--- config.mk ---
export PLATFORM = sky130hd
export DESIGN_NAME = muldiv_sched
export DESIGN_NICKNAME = d
export VERILOG_FILES = /design/src/rtl/muldiv_pkg.sv /design/src/rtl/muldiv_signfix.sv /design/src/rtl/muldiv_sched.sv
export SDC_FILE = /design/constraint.sdc
export NUM_CORES = 1
export LEC_CHECK = 0
export ABC_AREA = 1
export CAP_MARGIN = 20
export CORE_UTILIZATION = 40
export CTS_CLUSTER_DIAMETER = 80
export DETAILED_ROUTE_END_ITERATION = 10
export SLEW_MARGIN = 15
export SYNTH_ARGS = -nofsm -noshare
export SYNTH_HDL_FRONTEND = slang
export SYNTH_SLANG_ARGS = --single-unit
--- constraint.sdc ---
create_clock -name clk -period 2.8 [get_ports clk]
set_input_delay 0.56 -clock clk [delete_from_list [all_inputs] [get_ports clk]]
set_output_delay 0.56 -clock clk [all_outputs]
set_load 0.005 [all_outputs]
--- src/rtl/muldiv_pkg.sv ---
// Shared encodings for the M-extension sequencer: op codes, FSM states and
// result-cache classes.
package muldiv_pkg;

  localparam logic [2:0] MD_MUL    = 3'd0;
  localparam logic [2:0] MD_MULH   = 3'd1;
  localparam logic [2:0] MD_MULHSU = 3'd2;
  localparam logic [2:0] MD_MULHU  = 3'd3;
  localparam logic [2:0] MD_DIV    = 3'd4;
  localparam logic [2:0] MD_DIVU   = 3'd5;
  localparam logic [2:0] MD_REM    = 3'd6;
  localparam logic [2:0] MD_REMU   = 3'd7;

  typedef enum logic [2:0] {
    ST_IDLE, ST_ISSUE, ST_WAIT, ST_FIX, ST_RESP, ST_DRAIN
  } md_state_e;

  typedef enum logic [2:0] {
    CC_SDIV, CC_UDIV, CC_MULH, CC_MULHSU, CC_MULHU
  } md_class_e;

  // MUL computes with unsigned magnitudes, so its entry is a MULHU product.
  function automatic md_class_e op_class(input logic [2:0] op);
    case (op)
      MD_DIV, MD_REM:   return CC_SDIV;
      MD_DIVU, MD_REMU: return CC_UDIV;
      MD_MULH:          return CC_MULH;
      MD_MULHSU:        return CC_MULHSU;
      default:          return CC_MULHU;
    endcase
  endfunction

  function automatic logic op_takes_hi(input logic [2:0] op);
    return !(op == MD_MUL || op == MD_DIV || op == MD_DIVU);
  endfunction

endpackage

--- src/rtl/muldiv_signfix.sv ---
// Combinational sign handling around the unsigned engine: operand magnitudes
// on the way in, 2*XLEN result correction on the way out.
module muldiv_signfix #(
  parameter int XLEN = 32
) (
  input  logic [XLEN-1:0]   a,
  input  logic [XLEN-1:0]   b,
  input  logic              neg_a,
  input  logic              neg_b,
  output logic [XLEN-1:0]   mag_a,
  output logic [XLEN-1:0]   mag_b,
  input  logic              fix_div,
  input  logic              fix_sa,
  input  logic              fix_sb,
  input  logic [2*XLEN-1:0] raw,
  output logic [2*XLEN-1:0] fixed
);

  logic [XLEN-1:0] quo, rem;

  assign mag_a = neg_a ? -a : a;
  assign mag_b = neg_b ? -b : b;

  // Divide: quotient takes the xor of signs, remainder follows the dividend.
  always_comb begin
    quo   = raw[XLEN-1:0];
    rem   = raw[2*XLEN-1:XLEN];
    fixed = raw;
    if (fix_div)
      fixed = {(fix_sa ? -rem : rem), ((fix_sa ^ fix_sb) ? -quo : quo)};
    else if (fix_sa ^ fix_sb)
      fixed = -raw;
  end

endmodule

--- src/rtl/muldiv_sched.sv ---
// Sequencer between EX and the shared iterative mult/div engine, with
// engine-free special cases and a one-entry result cache.
module muldiv_sched
  import muldiv_pkg::*;
#(
  parameter int XLEN     = 32,
  parameter int TAG_W    = 5,
  parameter int CACHE_EN = 1
) (
  input  logic              clk,
  input  logic              rst,
  input  logic              req_valid,
  output logic              req_ready,
  input  logic [2:0]        req_op,
  input  logic [XLEN-1:0]   req_a,
  input  logic [XLEN-1:0]   req_b,
  input  logic [TAG_W-1:0]  req_tag,
  input  logic              flush,
  output logic              busy,
  output logic              eng_start,
  output logic              eng_mode,
  output logic [XLEN-1:0]   eng_a,
  output logic [XLEN-1:0]   eng_b,
  input  logic              eng_done,
  input  logic [2*XLEN-1:0] eng_result,
  output logic              resp_valid,
  output logic [XLEN-1:0]   resp_data,
  output logic [TAG_W-1:0]  resp_tag
);

  localparam logic [XLEN-1:0] INT_MIN = {1'b1, {(XLEN-1){1'b0}}};

  typedef struct packed {
    logic              vld;
    md_class_e         cls;
    logic [XLEN-1:0]   a;
    logic [XLEN-1:0]   b;
    logic [2*XLEN-1:0] r;
  } cache_t;

  md_state_e         state_q, state_d;
  logic [2:0]        op_q;
  logic [XLEN-1:0]   a_q, b_q;
  logic [TAG_W-1:0]  tag_q;
  logic              sa_q, sb_q;
  logic [2*XLEN-1:0] r_q, r_fixed;
  cache_t            cache_q;

  logic              accept, sa_in, sb_in, sgn_div, b_zero, ovf, special, hit, cls_ok;
  logic [XLEN-1:0]   spec_res, mag_a, mag_b;

  assign req_ready = (state_q == ST_IDLE) && !flush;
  assign busy      = (state_q != ST_IDLE);
  assign accept    = req_valid && req_ready;

  assign sgn_div = (req_op == MD_DIV) || (req_op == MD_REM);
  assign sa_in   = req_a[XLEN-1] && (sgn_div || req_op == MD_MULH || req_op == MD_MULHSU);
  assign sb_in   = req_b[XLEN-1] && (sgn_div || req_op == MD_MULH);

  // Divide-by-zero and INT_MIN/-1 resolve without the engine.
  assign b_zero   = (req_b == '0);
  assign ovf      = sgn_div && (req_a == INT_MIN) && (req_b == '1);
  assign special  = req_op[2] && (b_zero || ovf);
  assign spec_res = b_zero ? (req_op[1] ? req_a : '1) : (req_op[1] ? '0 : INT_MIN);

  // Low product bits are sign-independent, so MUL may reuse any multiply entry.
  assign cls_ok = (req_op == MD_MUL) ? (cache_q.cls != CC_SDIV && cache_q.cls != CC_UDIV)
                                     : (cache_q.cls == op_class(req_op));
  assign hit    = (CACHE_EN != 0) && cache_q.vld && cls_ok &&
                  (cache_q.a == req_a) && (cache_q.b == req_b);

  muldiv_signfix #(.XLEN(XLEN)) u_signfix (
    .a       (req_a),
    .b       (req_b),
    .neg_a   (sa_in),
    .neg_b   (sb_in),
    .mag_a   (mag_a),
    .mag_b   (mag_b),
    .fix_div (op_q[2]),
    .fix_sa  (sa_q),
    .fix_sb  (sb_q),
    .raw     (r_q),
    .fixed   (r_fixed)
  );

  always_comb begin
    state_d   = state_q;
    eng_start = 1'b0;
    case (state_q)
      ST_IDLE:  if (accept) state_d = (special || hit) ? ST_RESP : ST_ISSUE;
      ST_ISSUE: begin
        // The pulse goes out even under flush so DRAIN always sees a done.
        eng_start = 1'b1;
        state_d   = flush ? ST_DRAIN : ST_WAIT;
      end
      ST_WAIT: begin
        if (flush)         state_d = eng_done ? ST_IDLE : ST_DRAIN;
        else if (eng_done) state_d = ST_FIX;
      end
      ST_FIX:   state_d = flush ? ST_IDLE : ST_RESP;
      ST_RESP:  state_d = ST_IDLE;
      ST_DRAIN: if (eng_done) state_d = ST_IDLE;
      default:  state_d = ST_IDLE;
    endcase
  end

  assign resp_valid = (state_q == ST_RESP) && !flush;
  assign resp_data  = (state_q != ST_RESP) ? '0 :
                      op_takes_hi(op_q) ? r_q[2*XLEN-1:XLEN] : r_q[XLEN-1:0];
  assign resp_tag   = (state_q == ST_RESP) ? tag_q : '0;

  always_ff @(posedge clk) begin
    if (rst) begin
      state_q  <= ST_IDLE;
      op_q     <= '0;
      a_q      <= '0;
      b_q      <= '0;
      tag_q    <= '0;
      sa_q     <= 1'b0;
      sb_q     <= 1'b0;
      r_q      <= '0;
      eng_a    <= '0;
      eng_b    <= '0;
      eng_mode <= 1'b0;
      cache_q  <= '0;
    end else begin
      state_q <= state_d;
      if (accept) begin
        op_q  <= req_op;
        a_q   <= req_a;
        b_q   <= req_b;
        tag_q <= req_tag;
        sa_q  <= sa_in;
        sb_q  <= sb_in;
        if (special)
          r_q <= {spec_res, spec_res};
        else if (hit)
          r_q <= cache_q.r;
        else begin
          eng_a    <= mag_a;
          eng_b    <= mag_b;
          eng_mode <= req_op[2];
        end
      end
      if (state_q == ST_WAIT && eng_done && !flush)
        r_q <= eng_result;
      if (state_q == ST_FIX && !flush) begin
        r_q     <= r_fixed;
        cache_q <= '{vld: 1'b1, cls: op_class(op_q), a: a_q, b: b_q, r: r_fixed};
      end
    end
  end

endmodule

==> reports/results.txt, run 1 <==
first-pass GRT wire length -> 136,800 µm
Pwr per Cell Area -> 498.4 nW/µm²
final worst setup slack -> -0.006844 ns
largest net degree at the start of global routing -> 119
Netlist Area Pre-Place -> 20,610 µm²
layout cells sized above 1 -> 17.17%
Pwr Total -> 14.03 mW
max-slew violation count -> 0
Final Non-Filler Cells -> 4,545
Final Hold Fails -> 0
Placer Congestion -> 0.9816
xor/xnor share of the synthesized area -> 2.465%
synth unique cells -> 50
Die ar. -> 52,430 µm²
Slew headroom -> 47.53%
post-placement cell count -> 4,454
EDFF count, synth -> 0
post-synthesis compound-gate area fraction -> 21.71%
Arr. time, crit path -> 2.25 ns
P_leak -> 13.19 nW
clk_lat worst skew -> 0.59 ns
Starting Density -> 40.82%
Syn. warnings -> 0
worst hold path type -> reg2reg
Final Core Density -> 55.79%
vias in the first global route -> 23,225
CP Max Fanout -> 13
GR Overflow Total -> 0
switching power -> 4.196 mW
Final setup viols -> 1
reg2reg setup slack -> 0.31 ns
IO Pins -> 247
critical path class -> reg2out
Final nets -> 3,985
setup_tns -> -0.006844 ns
CTS Hold Bufs -> 0
Worst VDD drop -> 0.4385 mV
status -> finished with violations
post-synthesis simple-gate area fraction -> 32.62%
most frequent cells in the layout -> nand2_1 (777), nor2_1 (479), buf_4 (372)
Reg power frac -> 36.5%
CTS tree -> done
maxcap violations -> 0
Synth Flop Type -> dfxtp_1
Seq/Total Area, Yosys -> 32.84%
adder-cell share of the synthesized area -> 0.3036%
fraction of registers with async set/reset -> 0%
Startpoint Class -> flop
Iter 0 DRT Violations -> 2,018
first-pass iteration count of the detailed router -> 5
dpl hpwl -> 69,470 µm
gr usage total -> 33.67%
P&R area growth vs syn -> 36.66%
mux contribution to synthesized area -> 0%
total routed wirelength -> 91,400 µm
Synth Area per Inst -> 6.200 µm²
Horiz. Die Dim -> 229.0 µm
Max Freq -> 0.3563 GHz
flops & latches, synth -> 338
initial antenna violation count -> 2
vias per std cell -> 5.323
most common cell after layout, fill and taps aside -> nand2_1
largest family of logic cells by synthesized area -> simple AND/OR/NAND/NOR gates
fin crit period -> 2.807 ns
Worst EP required -> 2.24 ns
unrepaired setup endpoints after global routing -> yes
Tightest Pin Transition -> 0.7871 ns
Hold WS -> 0.4502 ns
Core ar. -> 50,480 µm²
post-synthesis cell count -> 3,324
Root Buffer -> clkbuf_16
failing checks -> negative setup slack
CP Capture Type -> output port
H-Tree Level Count -> 2
Clock Skew -> 0.01868 ns
Sw Ratio -> 29.89%
clock slew at reported path FFs -> 0.06 ns
Comb power frac -> 20.4%
clock buffers created by TritonCTS -> 43
Die Span Y -> 229.0 µm
Sink Count -> 338
final antenna-violating net count -> 0
Synth Net Count -> 3,470
final cycle utilization of the critical path -> 100.2%
clock share of power -> 43.0%
P_int -> 9.839 mW
drt drc -> 0
clock tree buffer depth -> 3
vias -> 24,191
Wirelength per Cell -> 20.11 µm
row count -> 82
worst path cell trace -> inv_2, a21oi_4, buf_6, buf_4, clkbuf_16, nor2_1, a211oi_2, dlygate4sd2_1
port bufs -> 246
Worst path max stage delay -> 0.34 ns
Crit-path slowest cell -> dfxtp_1
-- what timing repair did --
item / in CTS / in global routing
gates cloned: 0 / 4
gates resized for setup: 47 / 31
pin swaps: 0 / 5
hold endpoints to repair: 0 / 0
endpoints found under the setup margin: 33 / 103
setup buffers: 2 / 6
-- cells in the mapped netlist, types with 2 or more instances --
library cell / n / share of area, %
nand2_1: 779 / 14
a31oi_1: 3 / 0.091
and3_1: 2 / 0.061
nand2_4: 2 / 0.11
nor3b_1: 2 / 0.073
nor4_1: 6 / 0.18
xor2_1: 51 / 2.2
clkbuf_1: 101 / 1.8
a211oi_1: 34 / 1.2
xnor2_1: 7 / 0.30
or2_0: 2 / 0.061
buf_6: 13 / 0.71
or2_2: 11 / 0.33
buf_2: 48 / 1.2
buf_12: 4 / 0.39
and2_1: 4 / 0.12
o211ai_1: 8 / 0.29
nand2_2: 46 / 1.4
o21ai_0: 335 / 8.1
a21oi_2: 40 / 1.7
a21o_1: 14 / 0.51
nor2_4: 3 / 0.16
nor3_2: 3 / 0.15
nor3_1: 27 / 0.66
ha_1: 5 / 0.30
a21oi_1: 326 / 7.9
nand4_1: 33 / 1.0
dfxtp_1: 338 / 33
buf_4: 3 / 0.11
clkinv_1: 2 / 0.036
buf_1: 10 / 0.18
nand3_2: 3 / 0.15
nand3b_1: 13 / 0.47
or2_1: 3 / 0.091
inv_1: 275 / 5.0
inv_2: 30 / 0.55
nor2_1: 481 / 8.8
nand3_1: 175 / 4.3
o31ai_1: 5 / 0.18
nor2_2: 8 / 0.24
o21ai_1: 60 / 1.5
-- critical path: cells and delay by family (launching register included) --
family,cells,cell delay (ns)
buffers and inverters,5,0.84
AOI/OAI and AO/OA,2,0.42
DFF,1,0.34
and+or+nand+nor,1,0.06
-- metrics by stage --
step	setup slack (ns)	area, µm²
finish	-0.006844	28160
global route	-0.05681	28160
CTS	-0.2629	27930
detailed placement	-0.4408	26300
global placement	-0.3688	26300
floorplan	0.6134	20610
-- registers in the layout, indices dropped and copies added (netlist names) --
register / cells
r_q: 64
sb_q: 1
tag_q: 5
eng_a: 32
cache_q: 132
b_q: 32
op_q: 3
state_q: 3
eng_b: 32
a_q: 32
sa_q: 1
eng_mode: 1
-- final cells by class --
cell class                      instances  area (µm²)
Antenna cell                            1       2.502
Clock buffer                           57        1230
Clock inverter                         21       286.5
Fill cell                            5003       22320
Inverter                              307        1159
Multi-Input combinational cell       2499       11990
Sequential cell                       338        6769
Tap cell                              672       840.8
Timing Repair Buffer                  650        5889
-- final timing paths --
kind	start	endpoint	cells past startpoint
setup reg to reg	r_q[49]$_SDFFE_PP0P_	r_q[62]$_SDFFE_PP0P_	12
hold reg to reg	a_q[16]$_SDFFE_PP0P_	a_q[16]$_SDFFE_PP0P_	2
hold / removal	a_q[16]$_SDFFE_PP0P_	a_q[16]$_SDFFE_PP0P_	2
setup / recovery	op_q[2]$_SDFFE_PP0P_	resp_data[5]	8
-- logic make-up after synthesis --
logic type                 Yosys count
and+or+nand+nor                   1606
AOI/OAI and AO/OA                  830
buffers and inverters              487
DFF                                338
xor gates and xnor gates            58
adders and majority gates            5
-- layer usage --
| layer | up-vias | global-route usage [%] | wire (µm) |
|---|---|---|---|
| met5 | - | 0 | 42 |
| met4 | 2 | 20.15 | 6162 |
| met3 | 231 | 4.021 | 5046 |
| met2 | 873 | 57.76 | 43430 |
| met1 | 11267 | 40.28 | 36720 |
| li1 | 11818 | - | - |
-- power groups by stage --
stage	clock, mW	sequential (mW)	combinational (mW)
global placement	0	5.22	2.68
floorplan	0	5.20	1.34
global route	6.29	5.14	3.09
CTS	6.10	5.12	2.74
finish	6.04	5.13	2.87
detailed placement	0	5.22	2.70
Power figures use the tool's default switching activity.
==> run 2, diff against run 1 <==
--- a/config.mk
+++ b/config.mk
@@ -13,4 +13,5 @@
 export SLEW_MARGIN = 15
 export SYNTH_ARGS = -nofsm -noshare
 export SYNTH_HDL_FRONTEND = slang
+export SYNTH_HIERARCHICAL = 1
 export SYNTH_SLANG_ARGS = --single-unit
==> run 2 against run 1 <==
The flow now finishes without violations. Flip-flop and latch count unchanged. Clock skew increased by 0.012 ns. Sequential share of layout area increased by 1.3 points. Non-clock buffer count decreased by 168. Clock power decreased by 5.1%. Combinational power increased by 17%. Critical path depth decreased by 2. Cell count decreased by 2.1%. Sequential power increased by 0.8%.
==> reports/results.txt, run 2 <==
Largest Register -> cache_q
clk_lat worst skew -> 0.60 ns
most frequent cells in the layout -> nand2_1 (1,061), nor2_1 (593), dfxtp_1 (335)
Synth Flop Type -> dfxtp_1
clock tree buffer depth -> 3
setup_tns -> 0 ns
post-placement cell count -> 4,366
max reg flops -> 132
Netlist Area Pre-Place -> 20,500 µm²
first-pass iteration count of the detailed router -> 5
Worst Reg-to-Reg Cells -> 12
drt drc -> 0
final cycle utilization of the critical path -> 96.50%
Arr. time, crit path -> 2.14 ns
Final setup viols -> 0
gr usage total -> 30.85%
vias per std cell -> 5.174
vias -> 23,020
first-pass GRT wire length -> 125,900 µm
Synth Net Count -> 3,542
Starting Density -> 40.70%
CP Max Fanout -> 18
status -> finished, final reports clean
Startpoint Class -> flop
row count -> 82
Max Freq -> 0.3701 GHz
Slew headroom -> 38.44%
maxcap violations -> 0
post-synthesis cell count -> 3,397
IO Pins -> 247
Worst Hold Path Cells -> 2
Final nets -> 3,888
clock buffers created by TritonCTS -> 43
Sink Count -> 338
most common cell after layout, fill and taps aside -> nand2_1
Placer Congestion -> 0.9808
Root Buffer -> clkbuf_16
CTS Hold Bufs -> 0
final antenna-violating net count -> 0
layout cells sized above 1 -> 10.78%
top-count cell post-synth -> nand2_1
largest cells by area after synthesis -> dfxtp_1 (33%), nand2_1 (19%), nor2_1 (11%)
Pwr Total -> 14.27 mW
Synth Area per Inst -> 6.035 µm²
Tightest Pin Transition -> 0.9234 ns
CP Capture Type -> output port
P&R area growth vs syn -> 30.17%
dpl hpwl -> 61,300 µm
EDFF count, synth -> 0
Final Non-Filler Cells -> 4,449
Yosys top cell area share -> 33.00%
area leader, netlist -> dfxtp_1
unrepaired setup endpoints after global routing -> no
Pwr per Cell Area -> 534.5 nW/µm²
Final Hold Fails -> 0
dpl cell area -> 24,950 µm²
CTS tree -> done
max-slew violation count -> 0
Worst VDD drop -> 0.4217 mV
fin crit period -> 2.702 ns
port bufs -> 246
Core ar. -> 50,380 µm²
fraction of registers with async set/reset -> 0%
Post-synth top cells -> nand2_1 (1,065), nor2_1 (595), dfxtp_1 (338)
Die ar. -> 52,160 µm²
initial antenna violation count -> 1
largest net degree at the start of global routing -> 160
total routed wirelength -> 82,320 µm
vias in the first global route -> 21,982
Wirelength per Cell -> 18.50 µm
synth unique cells -> 44
Seq/Total Area, Yosys -> 33.00%
flops & latches, synth -> 338
Top Registers -> cache_q x132, r_q x64
Worst EP required -> 2.24 ns
Clock Skew -> 0.03083 ns
critical path class -> reg2out
Die Span Y -> 228.4 µm
Hold WS -> 0.4412 ns
Horiz. Die Dim -> 228.4 µm
H-Tree Level Count -> 2
Iter 0 DRT Violations -> 1,839
P_leak -> 12.52 nW
fin area -> 26,690 µm²
Syn. warnings -> 6
clock slew at reported path FFs -> 0.05 ns
worst hold path type -> reg2reg
GR Overflow Total -> 0
[run 2: worst paths after layout]
path         slack, ns                         to                  from
min reg2reg       0.44  cache_q[124]$_SDFFE_PP0P_  a_q[28]$_SDFFE_PP0P_
max reg2reg       0.22       r_q[24]$_SDFFE_PP0P_   r_q[0]$_SDFFE_PP0P_
max                0.1               resp_data[3]  op_q[0]$_SDFFE_PP0P_
min               0.44  cache_q[124]$_SDFFE_PP0P_  a_q[28]$_SDFFE_PP0P_
[run 2: timing repair]
action,CTS,global route
pin swaps,1,1
gates resized for setup,73,7
buffers inserted,2,0
gates cloned,2,0
setup endpoints to repair,32,4
[run 2: per-layer routing]
metal  up-vias  global-route usage [%]  routed length, µm
li1      11434                       -                  -
met4         0                   14.37               3611
met2       708                   53.33              39540
met5         -                       0                  0
met1     10719                   38.43              35030
met3       159                   3.206               4134
[run 2: per-stage QoR]
stage | setup WS, ns | util, %
final | 0.09800 | 52.98
after global routing | 0.06211 | 52.98
after CTS | -0.1370 | 52.91
after detailed placement | -0.3116 | 49.52
after global placement | -0.2616 | 49.52
after floorplan | 0.6324 | -
[run 2: cell families after synthesis]
group / Yosys count / synth area share, %
compound gates: 585 / 15.13
xor+xnor: 95 / 4.058
fa+ha+maj: 4 / 0.2441
buf+inv: 451 / 9.410
flops: 338 / 33.00
simple gates: 1924 / 38.15
[run 2: area by class of cell]
type                    instances  area [µm²]
diodes                          1       2.502
clock buffers                  61        1265
clock inverters                17       182.7
flip-flops and latches        338        6770
well taps                     672       840.8
repair buffers                482        4543
multi-input cells            2608       12060
inverters                     270        1021
fillers                      5172       23690
[run 2: worst max-delay path, stage by stage (launching register included)]
cell           delay, ns
dfxtp_1             0.38
nand2_2             0.09
nand2_4             0.12
bufbuf_16           0.36
nor2_1              0.09
a211oi_4            0.24
dlygate4sd2_1       0.28
[run 2: power breakdown]
group,internal [mW],leakage (nW),switching [mW]
clock,3.42,0.724,2.31
combinational,1.29,9.05,2.08
sequential,5.03,2.74,0.140
